<file path="config.mk">
export PLATFORM = sky130hd
export DESIGN_NAME = timer_ctrl
export DESIGN_NICKNAME = d
export VERILOG_FILES = /design/src/rtl/timer_pkg.sv /design/src/rtl/tick_gen.sv /design/src/rtl/timer_ctrl.sv
export SDC_FILE = /design/constraint.sdc
export NUM_CORES = 1
export LEC_CHECK = 0
export ABC_AREA = 1
export CAP_MARGIN = 20
export CELL_PAD_IN_SITES_DETAIL_PLACEMENT = 1
export CELL_PAD_IN_SITES_GLOBAL_PLACEMENT = 2
export CORE_MARGIN = 8
export CORE_UTILIZATION = 27
export DETAILED_ROUTE_END_ITERATION = 7
export MAX_ROUTING_LAYER = met4
export PLACE_DENSITY_LB_ADDON = 0.1
export SLEW_MARGIN = 20
export SYNTH_ARGS = -nofsm -noshare
export SYNTH_HDL_FRONTEND = slang
export SYNTH_SLANG_ARGS = --single-unit
export TNS_END_PERCENT = 100
</file>
<file path="constraint.sdc">
create_clock -name clk -period 1.9 [get_ports clk]
set_input_delay 0.38 -clock clk [delete_from_list [all_inputs] [get_ports clk]]
set_output_delay 0.38 -clock clk [all_outputs]
set_load 0.1 [all_outputs]
</file>
<file path="src/rtl/timer_pkg.sv">
// ----------------------------------------------------------------------------
// timer_pkg
//   Shared types, constants and helpers for the MM:SS timer controller.
//   Contents:
//     state_t    - controller state (IDLE, RUN, PAUSE, DONE), 2-bit encoding
//     DIG_MAX    - largest BCD digit value (9)
//     STENS_MAX  - largest tens-of-seconds digit (5)
//     MMSS_MAX   - largest displayable value, 99:59
//     BCD_ZERO   - 00:00
//     dig_clamp  - saturate one BCD digit to a limit
//     bcd_clamp  - saturate a packed {m_tens,m_ones,s_tens,s_ones} value
// ----------------------------------------------------------------------------
package timer_pkg;

    typedef enum logic [1:0] {
        IDLE  = 2'd0,
        RUN   = 2'd1,
        PAUSE = 2'd2,
        DONE  = 2'd3
    } state_t;

    localparam logic [3:0]  DIG_MAX   = 4'd9;
    localparam logic [3:0]  STENS_MAX = 4'd5;
    localparam logic [15:0] MMSS_MAX  = 16'h9959;
    localparam logic [15:0] BCD_ZERO  = 16'h0000;

    function automatic logic [3:0] dig_clamp(input logic [3:0] dig,
                                             input logic [3:0] lim);
        return (dig > lim) ? lim : dig;
    endfunction

    // Any digit above 9 becomes 9; tens-of-seconds above 5 becomes 5.
    function automatic logic [15:0] bcd_clamp(input logic [15:0] val);
        return {dig_clamp(val[15:12], DIG_MAX),
                dig_clamp(val[11:8],  DIG_MAX),
                dig_clamp(val[7:4],   STENS_MAX),
                dig_clamp(val[3:0],   DIG_MAX)};
    endfunction

endpackage

</file>
<file path="src/rtl/tick_gen.sv">
// ----------------------------------------------------------------------------
// tick_gen
//   Prescaler producing a one-cycle tick every TICK_DIV enabled clk cycles.
//   The count runs 0..TICK_DIV-1 while en=1, holds while en=0, and is forced
//   to zero by clr. tick is asserted combinationally in the enabled cycle in
//   which the count sits at TICK_DIV-1; the count then wraps to 0.
//   Ports:
//     clk    in  1  system clock
//     rst_n  in  1  synchronous active-low reset
//     en     in  1  advance the count this cycle
//     clr    in  1  force the count to zero (overrides en)
//     tick   out 1  terminal-count pulse
// ----------------------------------------------------------------------------
module tick_gen #(
    parameter int TICK_DIV = 50_000_000
) (
    input  logic clk,
    input  logic rst_n,
    input  logic en,
    input  logic clr,
    output logic tick
);

    localparam int CW = (TICK_DIV > 2) ? $clog2(TICK_DIV) : 1;
    localparam logic [CW-1:0] CNT_LAST = CW'(TICK_DIV - 1);

    logic [CW-1:0] cnt;

    assign tick = en && (cnt == CNT_LAST) && !clr;

    always_ff @(posedge clk) begin
        if (!rst_n) begin
            cnt <= '0;
        end else if (clr) begin
            cnt <= '0;
        end else if (en) begin
            if (cnt == CNT_LAST) begin
                cnt <= '0;
            end else begin
                cnt <= cnt + 1'b1;
            end
        end
    end

endmodule

</file>
<file path="src/rtl/timer_ctrl.sv">
// ----------------------------------------------------------------------------
// timer_ctrl
//   Sequencing controller for the MM:SS stopwatch / countdown timer. Owns the
//   run/pause/clear/alarm state, derives a 1 s tick through tick_gen, and keeps
//   the 4-digit BCD value feeding the 7-segment multiplexer.
//   Ports:
//     clk        in   1   system clock
//     rst_n      in   1   synchronous active-low reset
//     btn_start  in   1   pulse: start / pause / resume
//     btn_clear  in   1   pulse: back to IDLE with 00:00
//     mode_down  in   1   0 = count up, 1 = count down (taken on IDLE->RUN)
//     load       in   1   pulse: preset from load_val (IDLE/PAUSE only)
//     load_val   in   16  BCD preset {m_tens,m_ones,s_tens,s_ones}
//     second     out  16  BCD display value, same packing as load_val
//     running    out  1   registered, 1 while in RUN
//     alarm      out  1   registered, 1 while in DONE
//
//   state | meaning
//   ------+-----------------------------------------------------------------
//   IDLE  | stopped, prescaler zero; load accepted; start begins a run
//   RUN   | prescaler counting, value steps once per tick
//   PAUSE | prescaler and value held; load accepted; start resumes
//   DONE  | terminal value reached, alarm on; only clear/reset leave
//
//   Same-cycle priority: rst_n > btn_clear > load > btn_start > tick.
// ----------------------------------------------------------------------------
module timer_ctrl
    import timer_pkg::*;
#(
    parameter int TICK_DIV = 50_000_000
) (
    input  logic        clk,
    input  logic        rst_n,
    input  logic        btn_start,
    input  logic        btn_clear,
    input  logic        mode_down,
    input  logic        load,
    input  logic [15:0] load_val,
    output logic [15:0] second,
    output logic        running,
    output logic        alarm
);

    state_t      state;
    state_t      state_nxt;
    logic [15:0] second_nxt;
    logic        dir;
    logic        dir_nxt;
    logic        running_nxt;
    logic        alarm_nxt;

    logic        pre_en;
    logic        pre_clr;
    logic        tick;

    // A start pulse in RUN pauses before the prescaler advances, so a tick
    // landing on the same cycle is dropped and the count stays at its last
    // value; the first enabled cycle after resume then ticks immediately.
    assign pre_en  = (state == RUN) && !btn_clear && !btn_start;
    assign pre_clr = btn_clear || (state == IDLE) || (state == DONE);

    tick_gen #(
        .TICK_DIV (TICK_DIV)
    ) u_tick_gen (
        .clk   (clk),
        .rst_n (rst_n),
        .en    (pre_en),
        .clr   (pre_clr),
        .tick  (tick)
    );

    function automatic logic [15:0] bcd_inc(input logic [15:0] val);
        logic [3:0] m_tens;
        logic [3:0] m_ones;
        logic [3:0] s_tens;
        logic [3:0] s_ones;
        {m_tens, m_ones, s_tens, s_ones} = val;
        if (s_ones != DIG_MAX) begin
            s_ones = s_ones + 4'd1;
        end else begin
            s_ones = 4'd0;
            if (s_tens != STENS_MAX) begin
                s_tens = s_tens + 4'd1;
            end else begin
                s_tens = 4'd0;
                if (m_ones != DIG_MAX) begin
                    m_ones = m_ones + 4'd1;
                end else begin
                    m_ones = 4'd0;
                    m_tens = m_tens + 4'd1;
                end
            end
        end
        return {m_tens, m_ones, s_tens, s_ones};
    endfunction

    // Caller guarantees val != 00:00, so the borrow chain always stops.
    function automatic logic [15:0] bcd_dec(input logic [15:0] val);
        logic [3:0] m_tens;
        logic [3:0] m_ones;
        logic [3:0] s_tens;
        logic [3:0] s_ones;
        {m_tens, m_ones, s_tens, s_ones} = val;
        if (s_ones != 4'd0) begin
            s_ones = s_ones - 4'd1;
        end else begin
            s_ones = DIG_MAX;
            if (s_tens != 4'd0) begin
                s_tens = s_tens - 4'd1;
            end else begin
                s_tens = STENS_MAX;
                if (m_ones != 4'd0) begin
                    m_ones = m_ones - 4'd1;
                end else begin
                    m_ones = DIG_MAX;
                    m_tens = m_tens - 4'd1;
                end
            end
        end
        return {m_tens, m_ones, s_tens, s_ones};
    endfunction

    // State and registered outputs.
    always_ff @(posedge clk) begin
        if (!rst_n) begin
            state   <= IDLE;
            second  <= BCD_ZERO;
            dir     <= 1'b0;
            running <= 1'b0;
            alarm   <= 1'b0;
        end else begin
            state   <= state_nxt;
            second  <= second_nxt;
            dir     <= dir_nxt;
            running <= running_nxt;
            alarm   <= alarm_nxt;
        end
    end

    // Next state, value and direction.
    always_comb begin
        state_nxt  = state;
        second_nxt = second;
        dir_nxt    = dir;
        if (btn_clear) begin
            state_nxt  = IDLE;
            second_nxt = BCD_ZERO;
        end else begin
            case (state)
                IDLE: begin
                    if (load) begin
                        second_nxt = bcd_clamp(load_val);
                    end else if (btn_start && !(mode_down && (second == BCD_ZERO))) begin
                        state_nxt = RUN;
                        dir_nxt   = mode_down;
                    end
                end
                RUN: begin
                    if (btn_start) begin
                        state_nxt = PAUSE;
                    end else if (tick) begin
                        if (!dir) begin
                            if (second == MMSS_MAX) begin
                                state_nxt = DONE;
                            end else begin
                                second_nxt = bcd_inc(second);
                            end
                        end else begin
                            if (second == BCD_ZERO) begin
                                state_nxt = DONE;
                            end else begin
                                second_nxt = bcd_dec(second);
                                if (bcd_dec(second) == BCD_ZERO) begin
                                    state_nxt = DONE;
                                end
                            end
                        end
                    end
                end
                PAUSE: begin
                    if (load) begin
                        second_nxt = bcd_clamp(load_val);
                    end else if (btn_start) begin
                        state_nxt = RUN;
                    end
                end
                DONE: begin
                    state_nxt = DONE;
                end
                default: begin
                    state_nxt = IDLE;
                end
            endcase
        end
    end

    // Status flags follow the next state so they change on the same edge.
    always_comb begin
        running_nxt = (state_nxt == RUN);
        alarm_nxt   = (state_nxt == DONE);
    end

endmodule

</file>
==> results.md <==
- I/O Buffers: 39
- H-tree levels: 2
- Die height: 127 µm
- Largest net degree at the start of global routing: 25
- Period utilisation layout: 1.01
- Clock buffers created by TritonCTS: 5
- Post-synthesis cell area: 3320 µm²
- Critical Path AT: 2.13 ns
- Io pins: 40
- Yosys reg bits: 47
- Syn Nets: 549
- Antenna Cells: 0
- Initial drt markers: 149
- FFs w/ async S/R, synth: 0
- Nets: 733
- Max clock buf depth: 2
- Worst Tran Pin Value: 0.336 ns
- Max FO, Critical Path: 5
- Data required, critical path: 2.10 ns
- Worst Hold Class: register to register
- Top cells by area, synth: dfxtp_1 (28%), nand2_1 (14%), inv_1 (7.2%)
- Min Tclk post-route: 1.92 ns
- Final worst slack: -0.0246 ns
- Endpoint type of the worst setup path: register
- Setup-failing EPs final: 2
- Post-DP HPWL: 10200 µm
- RSZ-0062 raised after global routing: true
- Hold Buf Count CTS: 0
- Chip Width: 127 µm
- Failing checks: setup timing
- Per-cell routed wire length: 15.8 µm
- Layout cell share with drive strength beyond 1: 0.433
- DR vias/cell: 4.87
- VDD IR max: 0.000327 V
- DRT Wirelength: 13500 µm
- Post-place setup slack: -0.292 ns
- Drt drc: 0
- Fmax: 520 MHz
- Synth area leader: dfxtp_1
- Vias in the first global route: 4378
- CP Class: register to register
- Yosys cell types: 46
- Final Wtd Congestion: 0.812
- Clock-pin transition on the worst setup and hold timing paths: 0.07 ns
- Slew HR: 0.775
- Initial Utilization: 0.277
- Area growth, synth to finish: 72.8%
- Hold Vio Cnt, Final: 0
- Cells after DPL: 821
- Drt pass-1 iters: 4
- Hold slack: 0.437 ns
- Yosys warns: 0
- Syn avg cell area: 6.37 µm²
- DP Area: 4970 µm²
- Final ANT Viol Nets: 0
- Top FF cell, synth: dfxtp_1
- Clock sink total: 47
- DR vias: 4163
- Full die area: 16100 µm²
- Setup Skew: 0.00488 ns
- Register area share after synthesis: 0.283
- Final Util: 0.478
- Site row count: 40
- Static Leak: 2.44 nW
- Power density over the cells: 539 nW/µm²
- Initial antenna violation count: 0
- Mapped Cells: 522
- CTS Root Cell: clkbuf_16
- Total Power: 3.10 mW
- Setup TNS: -0.0470 ns
- Max cap viols: 0
- Top cell type's share of synthesized area: 0.283
- TritonCTS clock tree: yes
- Worst-skew pair later-pin latency: 0.30 ns
- Max-slew violations: 0
- First-pass GRT wire length: 20900 µm
- CP Launch Type: register
- EDFF count, synth: 0
- GR Overflow Total: 0
- Non-Filler Cell Area, Final: 5740 µm²
- Worst R2R Setup Slack: -0.02 ns
- GRT Total Usage: 0.164
- Non-filler cells, final: 854
- Status: finished with violations
- Core Area: 12000 µm²
-- per-layer routing --
metal | part of all wire | up-vias | GRT usage | wire, µm
met2 | 0.55 | 30 | 0.309 | 7420
met1 | 0.42 | 2008 | 0.172 | 5620
met5 | 0 | - | - | 0
met4 | 0.014 | 0 | 0.0448 | 187
li1 | - | 2113 | - | -
met3 | 0.022 | 12 | 0.0251 | 291
-- kinds of logic (layout without fill, tap and decap cells) --
kind of cell	count (synthesis)	count (layout)	share of synthesized area
and+or+nand+nor	284	284	0.415
buffers and inverters	79	264	0.0945
xor gates and xnor gates	7	7	0.0184
adders and majority gates	5	5	0.0188
AOI/OAI and AO/OA	100	100	0.170
DFF	47	47	0.283
-- timing repair --
item / CTS / global route
pin swaps: 18 / 27
setup buffers: 6 / 19
endpoints found under the hold margin: 0 / 0
gates resized for setup: 43 / 80
gates cloned: 0 / 1
setup endpoints to repair: 39 / 43
-- critical path, cell delays in order (launching register included) --
cell and delay (ns):
dfxtp_4 0.35, nor2_4 0.13, nand2_4 0.09, nor2_4 0.23, nand2_4 0.11, buf_4 0.14, buf_4 0.11, nand2_1 0.08
nor2_1 0.05, nand3_1 0.11, nand2_1 0.07, nand2_1 0.06, nand2_1 0.05, nand2_1 0.07, nand2_2 0.07, nand2_2 0.07
nor2_1 0.04
-- cell type report --
cell class / count / area, µm²
multi-input cells: 396 / 2410
inverters: 68 / 263
fillers: 1542 / 6270
repair buffers: 188 / 1720
well taps: 147 / 184
flip-flops and latches: 47 / 1000
clock inverters: 1 / 5.00
clock buffers: 7 / 164
-- cell usage after synthesis, types with 3 or more instances --
cell,instances
o21ai_0,35
nor4_1,8
clkbuf_1,5
nand2_2,4
o21ai_1,7
xor2_1,7
inv_1,64
a31oi_1,5
a21oi_1,35
nor2_1,64
dfxtp_1,47
nor2_8,3
nor3b_1,5
inv_2,3
nand2_1,120
nor2_4,6
nand3_1,33
nand4_1,16
buf_2,3
ha_1,5
nor3_1,14
-- cell usage in the layout, fill, tap and decap left out, drive strengths merged --
| cell type | n |
|---|---|
| a211oi | 2 |
| a21oi | 36 |
| a221oi | 2 |
| a22oi | 2 |
| a2bb2oi | 2 |
| a311oi | 2 |
| a31oi | 5 |
| a32o | 1 |
| a41oi | 1 |
| and3 | 1 |
| buf | 166 |
| clkbuf | 8 |
| clkdlybuf4s50 | 20 |
| clkinv | 1 |
| dfxtp | 47 |
| dlymetal6s2s | 1 |
| ha | 5 |
| inv | 68 |
| nand2 | 126 |
| nand3 | 34 |
| nand3b | 2 |
| nand4 | 16 |
| nor2 | 74 |
| nor3 | 15 |
| nor3b | 5 |
| nor4 | 10 |
| o211ai | 2 |
| o21a | 1 |
| o21ai | 42 |
| o31ai | 1 |
| o41ai | 1 |
| or2 | 1 |
| xor2 | 7 |
-- state kept, by name (all words and copies together) (netlist names) --
signal,flops
second,16
running,1
state,2
alarm,1
u_tick_gen.cnt,26
dir,1
-- path summary, 6_finish.rpt --
path / from / to / depth (start not counted)
min: u_tick_gen.cnt[24]$_SDFFE_PP0P_ / u_tick_gen.cnt[24]$_SDFFE_PP0P_ / 1
min reg2reg: u_tick_gen.cnt[24]$_SDFFE_PP0P_ / u_tick_gen.cnt[24]$_SDFFE_PP0P_ / 1
max reg2reg: second[0]$_SDFFE_PP0P_ / state[1]$_SDFF_PN0_ / 16
max: second[0]$_SDFFE_PP0P_ / state[1]$_SDFF_PN0_ / 16
-- power by group --
group / total (mW) / switching, mW / internal, mW / leakage [nW]
registers: 1.03 / 0.0270 / 1.00 / 0.397
clock network: 1.03 / 0.430 / 0.603 / 0.0850
logic: 1.03 / 0.563 / 0.472 / 1.96
No activity file was read; power rests on OpenSTA's default activity.
